[src/rtl/v8_adc_pulse_emulator.sv]
// v8_adc_pulse_emulator: emulates ADC pulses (linear rise, exponential decay) on a baseline
module v8_adc_pulse_emulator #(
    parameter int SIZE_ADC_DATA = 12,
    parameter int RISE_SHIFT    = 2,
    parameter int DECAY_SHIFT   = 4
) (
    input  logic                     clk,
    input  logic                     reset,
    input  logic                     trig,
    input  logic [SIZE_ADC_DATA-1:0] amplitude,
    input  logic [SIZE_ADC_DATA-1:0] baseline,
    input  logic                     auto_en,
    input  logic [15:0]              period,
    output logic [SIZE_ADC_DATA-1:0] output_data,
    output logic                     busy,
    output logic                     pulse_start,
    output logic [7:0]               missed_cnt
);
    localparam int AW = SIZE_ADC_DATA + 2;
    localparam int SW = RISE_SHIFT + 1;
    localparam logic [SIZE_ADC_DATA-1:0] RMASK = SIZE_ADC_DATA'((1 << RISE_SHIFT) - 1);

    typedef enum logic [1:0] {IDLE, RISE, DECAY} state_t;

    state_t                   state_q, state_d;
    logic [AW-1:0]            acc_q, acc_d;
    logic [SIZE_ADC_DATA-1:0] amp_q, amp_d;
    logic [SW-1:0]            step_q, step_d;
    logic [15:0]              cnt_q, cnt_d;
    logic [SIZE_ADC_DATA-1:0] out_q, out_d;
    logic                     ps_q, ps_d;
    logic [7:0]               missed_q, missed_d;

    logic          auto_on, auto_tick, eff, accept, last;
    logic [AW-1:0] inc, rise_acc, dec;
    logic [AW:0]   rise_sum, out_sum;

    // auto-trigger down-counter, held at period-1 while disabled
    always_comb begin
        auto_on   = auto_en && (period != 16'd0);
        auto_tick = auto_on && (cnt_q == 16'd0);
        cnt_d     = !auto_on ? ((period == 16'd0) ? 16'd0 : period - 16'd1)
                  : auto_tick ? period - 16'd1 : cnt_q - 16'd1;
    end

    // datapath helpers: saturating rise step and decay decrement
    always_comb begin
        eff      = trig | auto_tick;
        accept   = eff && (state_q != RISE);
        last     = step_q == SW'((1 << RISE_SHIFT) - 1);
        inc      = AW'(amp_q >> RISE_SHIFT) + (last ? AW'(amp_q & RMASK) : '0);
        rise_sum = {1'b0, acc_q} + {1'b0, inc};
        rise_acc = rise_sum[AW] ? '1 : rise_sum[AW-1:0];
        dec      = acc_q >> DECAY_SHIFT;
        dec      = (dec == '0 && acc_q != '0) ? AW'(1) : dec;
    end

    // next-state: accept in IDLE/DECAY, rise for 2^RISE_SHIFT edges, then decay to IDLE
    always_comb begin
        state_d  = state_q;
        acc_d    = acc_q;
        amp_d    = amp_q;
        step_d   = step_q;
        missed_d = missed_q;
        if (accept) begin
            state_d = RISE;
            amp_d   = amplitude;
            step_d  = '0;
        end else if (state_q == RISE) begin
            acc_d  = rise_acc;
            step_d = step_q + SW'(1);
            if (last) state_d = DECAY;
            if (eff && missed_q != 8'hff) missed_d = missed_q + 8'd1;
        end else if (state_q == DECAY) begin
            if (acc_q == '0) state_d = IDLE;
            else acc_d = acc_q - dec;
        end else begin
            acc_d = '0;
        end
        ps_d    = accept;
        out_sum = {{(AW + 1 - SIZE_ADC_DATA){1'b0}}, baseline} + {1'b0, acc_d};
        out_d   = (|out_sum[AW:SIZE_ADC_DATA]) ? '1 : out_sum[SIZE_ADC_DATA-1:0];
    end

    // state registers with synchronous reset
    always_ff @(posedge clk) begin
        if (reset) begin
            state_q  <= IDLE;
            acc_q    <= '0;
            amp_q    <= '0;
            step_q   <= '0;
            cnt_q    <= '0;
            out_q    <= '0;
            ps_q     <= 1'b0;
            missed_q <= '0;
        end else begin
            state_q  <= state_d;
            acc_q    <= acc_d;
            amp_q    <= amp_d;
            step_q   <= step_d;
            cnt_q    <= cnt_d;
            out_q    <= out_d;
            ps_q     <= ps_d;
            missed_q <= missed_d;
        end
    end

    assign output_data = out_q;
    assign busy        = state_q != IDLE;
    assign pulse_start = ps_q;
    assign missed_cnt  = missed_q;
endmodule

[config.mk]
export PLATFORM = sky130hd
export DESIGN_NAME = v8_adc_pulse_emulator
export DESIGN_NICKNAME = d
export VERILOG_FILES = /design/src/rtl/v8_adc_pulse_emulator.sv
export SDC_FILE = /design/constraint.sdc
export NUM_CORES = 1
export LEC_CHECK = 0
export ABC_AREA = 1
export CORE_MARGIN = 2
export CORE_UTILIZATION = 50
export CTS_BUF_LIST = sky130_fd_sc_hd__clkbuf_8
export CTS_CLUSTER_SIZE = 20
export DETAILED_ROUTE_END_ITERATION = 7
export GPL_TIMING_DRIVEN = 0
export PLACE_DENSITY = 0.73
export SYNTH_ARGS = -nofsm -noshare
export SYNTH_HDL_FRONTEND = slang
export SYNTH_SLANG_ARGS = --single-unit
[constraint.sdc]
create_clock -name clk -period 5.08 [get_ports clk]
set_input_delay 1.524 -clock clk [delete_from_list [all_inputs] [get_ports clk]]
set_output_delay 1.524 -clock clk [all_outputs]
set_load 0.005 [all_outputs]
==> results.tsv, run 1 <==
metric	value	unit
drt_wl_total	15.2	mm
netlist_instances	815	
gr-total-overflow	0	
yosysTopAreaCell	dfxtp_1	
syn-cell-area	5590	um^2
path_max_fanout	10	
cts-htree-levels	3	
coreArea	10900	um^2
antenna_found_initial	0	
max-vdd-ir-drop	0.223	mV
wl_per_cell	14.6	um
tightest_slew	835	ps
dieHeight	110	um
slew_headroom	44.3	%
ff_latch_area	1360	um^2
drtAntennaViolNets	0	
cts_tree	built	
drv_slew	0	
cts_buffer_depth	2	
cts_root_buffer	clkbuf_8	
postCtsHoldBufs	0	
die_area	12000	um^2
drc	0	
powerDensity	276	nW/um^2
layout-drive-gt1-share	9.47	%
synth.most_common_cell	nand2_1	
initial_core_util	51.3	%
multiInputGateArea	3670	um^2
pin_count	66	
io_buffers	64	
die_w	110	um
synth_top_area_share	24.4	%
antenna_cells	0	
endpoint_kind	flop	
cts.sinks	68	
cp.required	5350	ps
firstDrtPassIters	5	
period_share	93.9	%
syn_avg_cell_area	6.86	um^2
vias	5506	
rows	38	
fin_util	61.3	%
synth_cell_types	53	
hp-class	reg2reg	
fmax	210	MHz
fin_crit	4770	ps
synth_seq_cells	68	
grt_pass1_wl	24.7	mm
cts_buffers	9	
maxCapViolCount	0	
nets	990	
criticalPathCategory	in2reg	
outcome	finished clean	
synthTopCellsByCount	184 x nand2_1, 118 x inv_1, 80 x nor2_1	
synth_edf_count	0	
async_reset_ff_share	0	%
hpwl	12.1	mm
gp_congestion	0.946	
clk_pin_slew	80	ps
synth.top_cells.by_area	dfxtp_1 24%, nand2_1 12%, ha_1 11%	
setup_violations	0	
syn2layout_area_growth	19.4	%
ys_seq_area_share	24.4	%
fill_cells	985	
hold_slack	481	ps
worst_ep_arrival_time	5040	ps
drt-initial-drc-count	394	
grt_max_degree	14	
synthesis.nets	912	
hold_violations	0	
grt_pass1_vias	5198	
grt_usage	26.5	%
p_total	1840	uW
p_leak	0.00329	uW
viasPerCell	5.30	
crit_path_start_kind	input pin	
clk_latency	380	ps
synth_flop_cell	dfxtp_1	
ys_warn_count	0	
finClkSkew	13.3	ps
## sequential cells by signal, summed over array words and instances (netlist names)
register     count
acc_q           14
amp_q           12
cnt_q           16
missed_cnt       8
output_data     12
pulse_start      1
state_q          2
step_q           3
## cell type report
class,count,area share (%)
clock inverter,6,1.05
multi-input combinational,606,55.1
sequential,68,20.4
buffer,18,1.84
timing repair buffer,67,9.94
clock buffer,10,2.06
inverter,123,7.00
tap,140,2.63
## placed cells by master, fill, tap and decap left out, types with 3 or more instances in the layout
cell type	n
nor2_2	8
nor2_4	3
o21ai_1	3
clkinv_4	3
nor2_1	79
buf_2	4
nand2_1	183
nand3_1	59
nand2_2	10
buf_6	4
a22oi_2	9
clkbuf_8	10
fa_1	5
o21ai_0	28
dfxtp_1	68
a21oi_2	3
nor4_1	3
nor3_1	11
a21oi_1	36
o211ai_1	5
nand2_4	6
o21bai_1	3
xnor2_1	10
a211oi_1	3
inv_1	118
buf_4	4
nand3_2	3
nand4_1	21
inv_2	4
xor2_1	39
ha_1	47
clkdlybuf4s50_1	64
clkbuf_1	6
## repair_timing
item	CTS	global route
buffers inserted	0	3
hold endpoints to repair	0	0
setup endpoints to repair	0	11
resized for setup	0	11
## where the power goes
group          total [uW]  internal (uW)  switching [uW]
Sequential            623            585            38.5
Combinational         735            304             431
Clock                 481            244             237
## critical path: stages
cell	delay, ps
clkdlybuf4s50_1	450
inv_1	70
ha_1	250
nand2_4	110
nor2_1	50
nand2_1	90
nand3_2	100
nand2_4	150
nor2_4	90
o21ai_0	90
o21ai_1	120
nor2_2	170
ha_2	210
inv_1	50
fa_1	400
inv_1	70
nand3_1	80
nand2_2	120
nand3_1	80
nand3_1	120
nand3_1	130
nand4_4	140
buf_6	150
nand4_1	100
nand2_1	80
inv_1	40
## per-layer routing
metal  share of wire (%)  wire [um]  global-route usage (%)
met5                   0          0                       0
met4                 1.9        293                    8.68
met3                 6.0        909                    5.04
met2                  48       7230                    44.3
met1                  44       6750                    34.4
## worst paths after layout
kind | startpoint | to | slack (ps) | cells past startpoint
worst max-delay path | period[0] | output_data[11]$_SDFF_PP0_ | 310 | 26
worst min-delay path | amp_q[1]$_SDFFE_PP0P_ | amp_q[1]$_SDFFE_PP0P_ | 480 | 2
worst max register to register | acc_q[11]$_SDFF_PP0_ | output_data[11]$_SDFF_PP0_ | 450 | 27
worst min register to register | amp_q[1]$_SDFFE_PP0P_ | amp_q[1]$_SDFFE_PP0P_ | 480 | 2
## cells by family (layout without fill, tap and decap cells)
| logic type | count (synthesis) | count (layout) | share of synthesized area [%] |
|---|---|---|---|
| and+or+nand+nor | 397 | 397 | 32.6 |
| adders and majority gates | 53 | 53 | 12.5 |
| xor gates and xnor gates | 49 | 49 | 7.68 |
| buffers and inverters | 141 | 224 | 10.5 |
| DFF | 68 | 68 | 24.4 |
| AOI/OAI and AO/OA | 107 | 107 | 12.2 |
## per-stage QoR
step | setup slack [ps] | setup TNS, ps | std cells | area [um^2]
2_1_floorplan | 850 | 0 | 815 | 5590
3_3_place_gp | -132 | -990 | 1019 | 6400
3_5_place_dp | -195 | -1700 | 1019 | 6400
4_1_cts | 198 | 0 | 1035 | 6610
5_1_grt | -1.58 | -1.58 | 1038 | 6670
6_report | 309 | 0 | 1038 | 6670
No activity file was read; power rests on OpenSTA's default activity.
==> run 2: changes to the inputs <==
- PLACE_DENSITY: 0.73 -> 0.75
- clock period: 5.08 -> 4.35 ns (I/O delays scaled with it)
==> results.tsv, run 2 (synthesis gave the netlist of run 1 again) <==
metric	value	unit
hold_violations	0	
grt_pass1_vias	5158	
period_share	97.0	%
die_area	12000	um^2
dpl_cell_area	6400	um^2
nets	1010	
grt_usage	25.4	%
drt_wl_total	14.9	mm
vias	5513	
tightest_slew	651	ps
cts_buffer_depth	2	
hpwl	11.1	mm
clk_pin_slew	80	ps
cts_root_buffer	clkbuf_8	
path_max_fanout	10	
outcome	finished clean	
largest_register_ffs	16	
initial_core_util	51.3	%
fill_cells	963	
antenna_found_initial	0	
worst_ep_arrival_time	4490	ps
crit_path_start_kind	input pin	
final_common_cell	nand2_1	
antenna_cells	0	
drt-initial-drc-count	349	
ff_latch_area	1370	um^2
placed_cells	1019	
powerDensity	328	nW/um^2
grt_pass1_wl	24.0	mm
pin_count	66	
cp.required	4610	ps
viasPerCell	5.21	
coreArea	10900	um^2
slew_headroom	56.6	%
drc	0	
firstDrtPassIters	5	
endpoint_kind	flop	
dieHeight	110	um
die_w	110	um
max-vdd-ir-drop	0.340	mV
largest_register	cnt_q	
cts.sinks	68	
cts-htree-levels	3	
drv_slew	0	
hp-class	reg2reg	
criticalPathCategory	in2reg	
mostFrequentLayoutCells	177 x nand2_1, 109 x inv_1, 76 x nor2_1	
gr-total-overflow	0	
gp_congestion	0.929	
finClkSkew	9.05	ps
setup_violations	0	
syn2layout_area_growth	28.6	%
multiInputGateArea	3960	um^2
fmax	237	MHz
grt_max_degree	13	
wl_per_cell	14.1	um
io_buffers	64	
p_leak	0.00346	uW
final_cells	1058	
cts_tree	built	
cts_buffers	9	
reg_top3	cnt_q x16, acc_q x14	
maxCapViolCount	0	
clk_latency	360	ps
layout-drive-gt1-share	17.9	%
fin_crit	4220	ps
drtAntennaViolNets	0	
rows	38	
fin_area	7180	um^2
[run 2: layout make-up]
class,count,share of cell area (%)
sequential,68,19.1
inverter,123,6.53
timing repair buffer,87,11.6
clock inverter,6,1.55
buffer,18,1.79
multi-input combinational,606,55.1
tap,140,2.44
clock buffer,10,1.92
[run 2: layer usage]
| metal | part of all wire (%) | vias to the layer above | routed length [um] | GRT usage, % |
|---|---|---|---|---|
| met3 | 5.3 | 23 | 786 | 4.92 |
| met4 | 1.6 | 0 | 242 | 7.50 |
| met1 | 46 | 2470 | 6820 | 32.9 |
| met5 | 0 | - | 0 | 0 |
| li1 | - | 2859 | - | - |
| met2 | 47 | 161 | 7030 | 43.0 |
[run 2: stage by stage]
step                util [%]  setup TNS (ps)  worst slack (ps)  hold slack (ps)  total power, uW
floorplan                  -               0               335              445             1320
global placement        58.8           -7920              -703              463             1550
detailed placement      58.8           -8850              -796              460             1560
CTS                     62.3               0             0.681              472             2250
global route            66.0           -1150              -133              505             2510
finish                  66.0               0               129              471             2360
[run 2: final timing paths]
check / startpoint / end / slack, ps / cells after the start
worst min register to register: amp_q[1]$_SDFFE_PP0P_ / amp_q[1]$_SDFFE_PP0P_ / 470 / 2
worst max register to register: acc_q[11]$_SDFF_PP0_ / output_data[11]$_SDFF_PP0_ / 130 / 29
worst max-delay path: period[9] / output_data[11]$_SDFF_PP0_ / 130 / 23
worst min-delay path: amp_q[1]$_SDFFE_PP0P_ / amp_q[1]$_SDFFE_PP0P_ / 470 / 2
[run 2: worst max-delay path, cell delays in order]
cell,delay (ps)
clkdlybuf4s50_1,450
nor2_2,180
nand2_1,90
nor2_1,100
nand2_1,80
nand3_2,80
nand2_4,100
nand2_8,130
buf_6,160
o22ai_1,100
a21oi_2,260
ha_4,270
a21oi_1,150
nand2_1,140
nand3_1,140
nand3_2,100
nand2_1,90
nand3_2,90
nand4_4,100
buf_6,130
nand4_1,100
nand2_1,80
inv_1,50
[run 2: report_power, final]
group | total, uW | switching, uW | internal (uW)
registers | 730 | 46.2 | 684
clock network | 657 | 261 | 396
logic | 970 | 542 | 427
total | 2360 | 849 | 1510
[run 2: repair_timing]
item                                    in CTS  in global routing
buffers inserted                             6                 16
endpoints found under the setup margin      12                 12
resized for setup                           26                 72
cloned                                       1                  0
pin swaps                                    8                 29
hold buffers                                 0                  0
==> run 3: changes to the inputs <==
==> constraint.sdc (replaced) <==
create_clock -name clk -period 4.35 [get_ports clk]
set_input_delay 1.305 -clock clk [delete_from_list [all_inputs] [get_ports clk]]
set_output_delay 1.305 -clock clk [all_outputs]
set_load 0.01 [all_outputs]
==> results of run 3 <==
Same layout as run 2 (identical final DEF). Status: finished clean.
Main changes from that run: total power 2360 uW -> 2370 uW
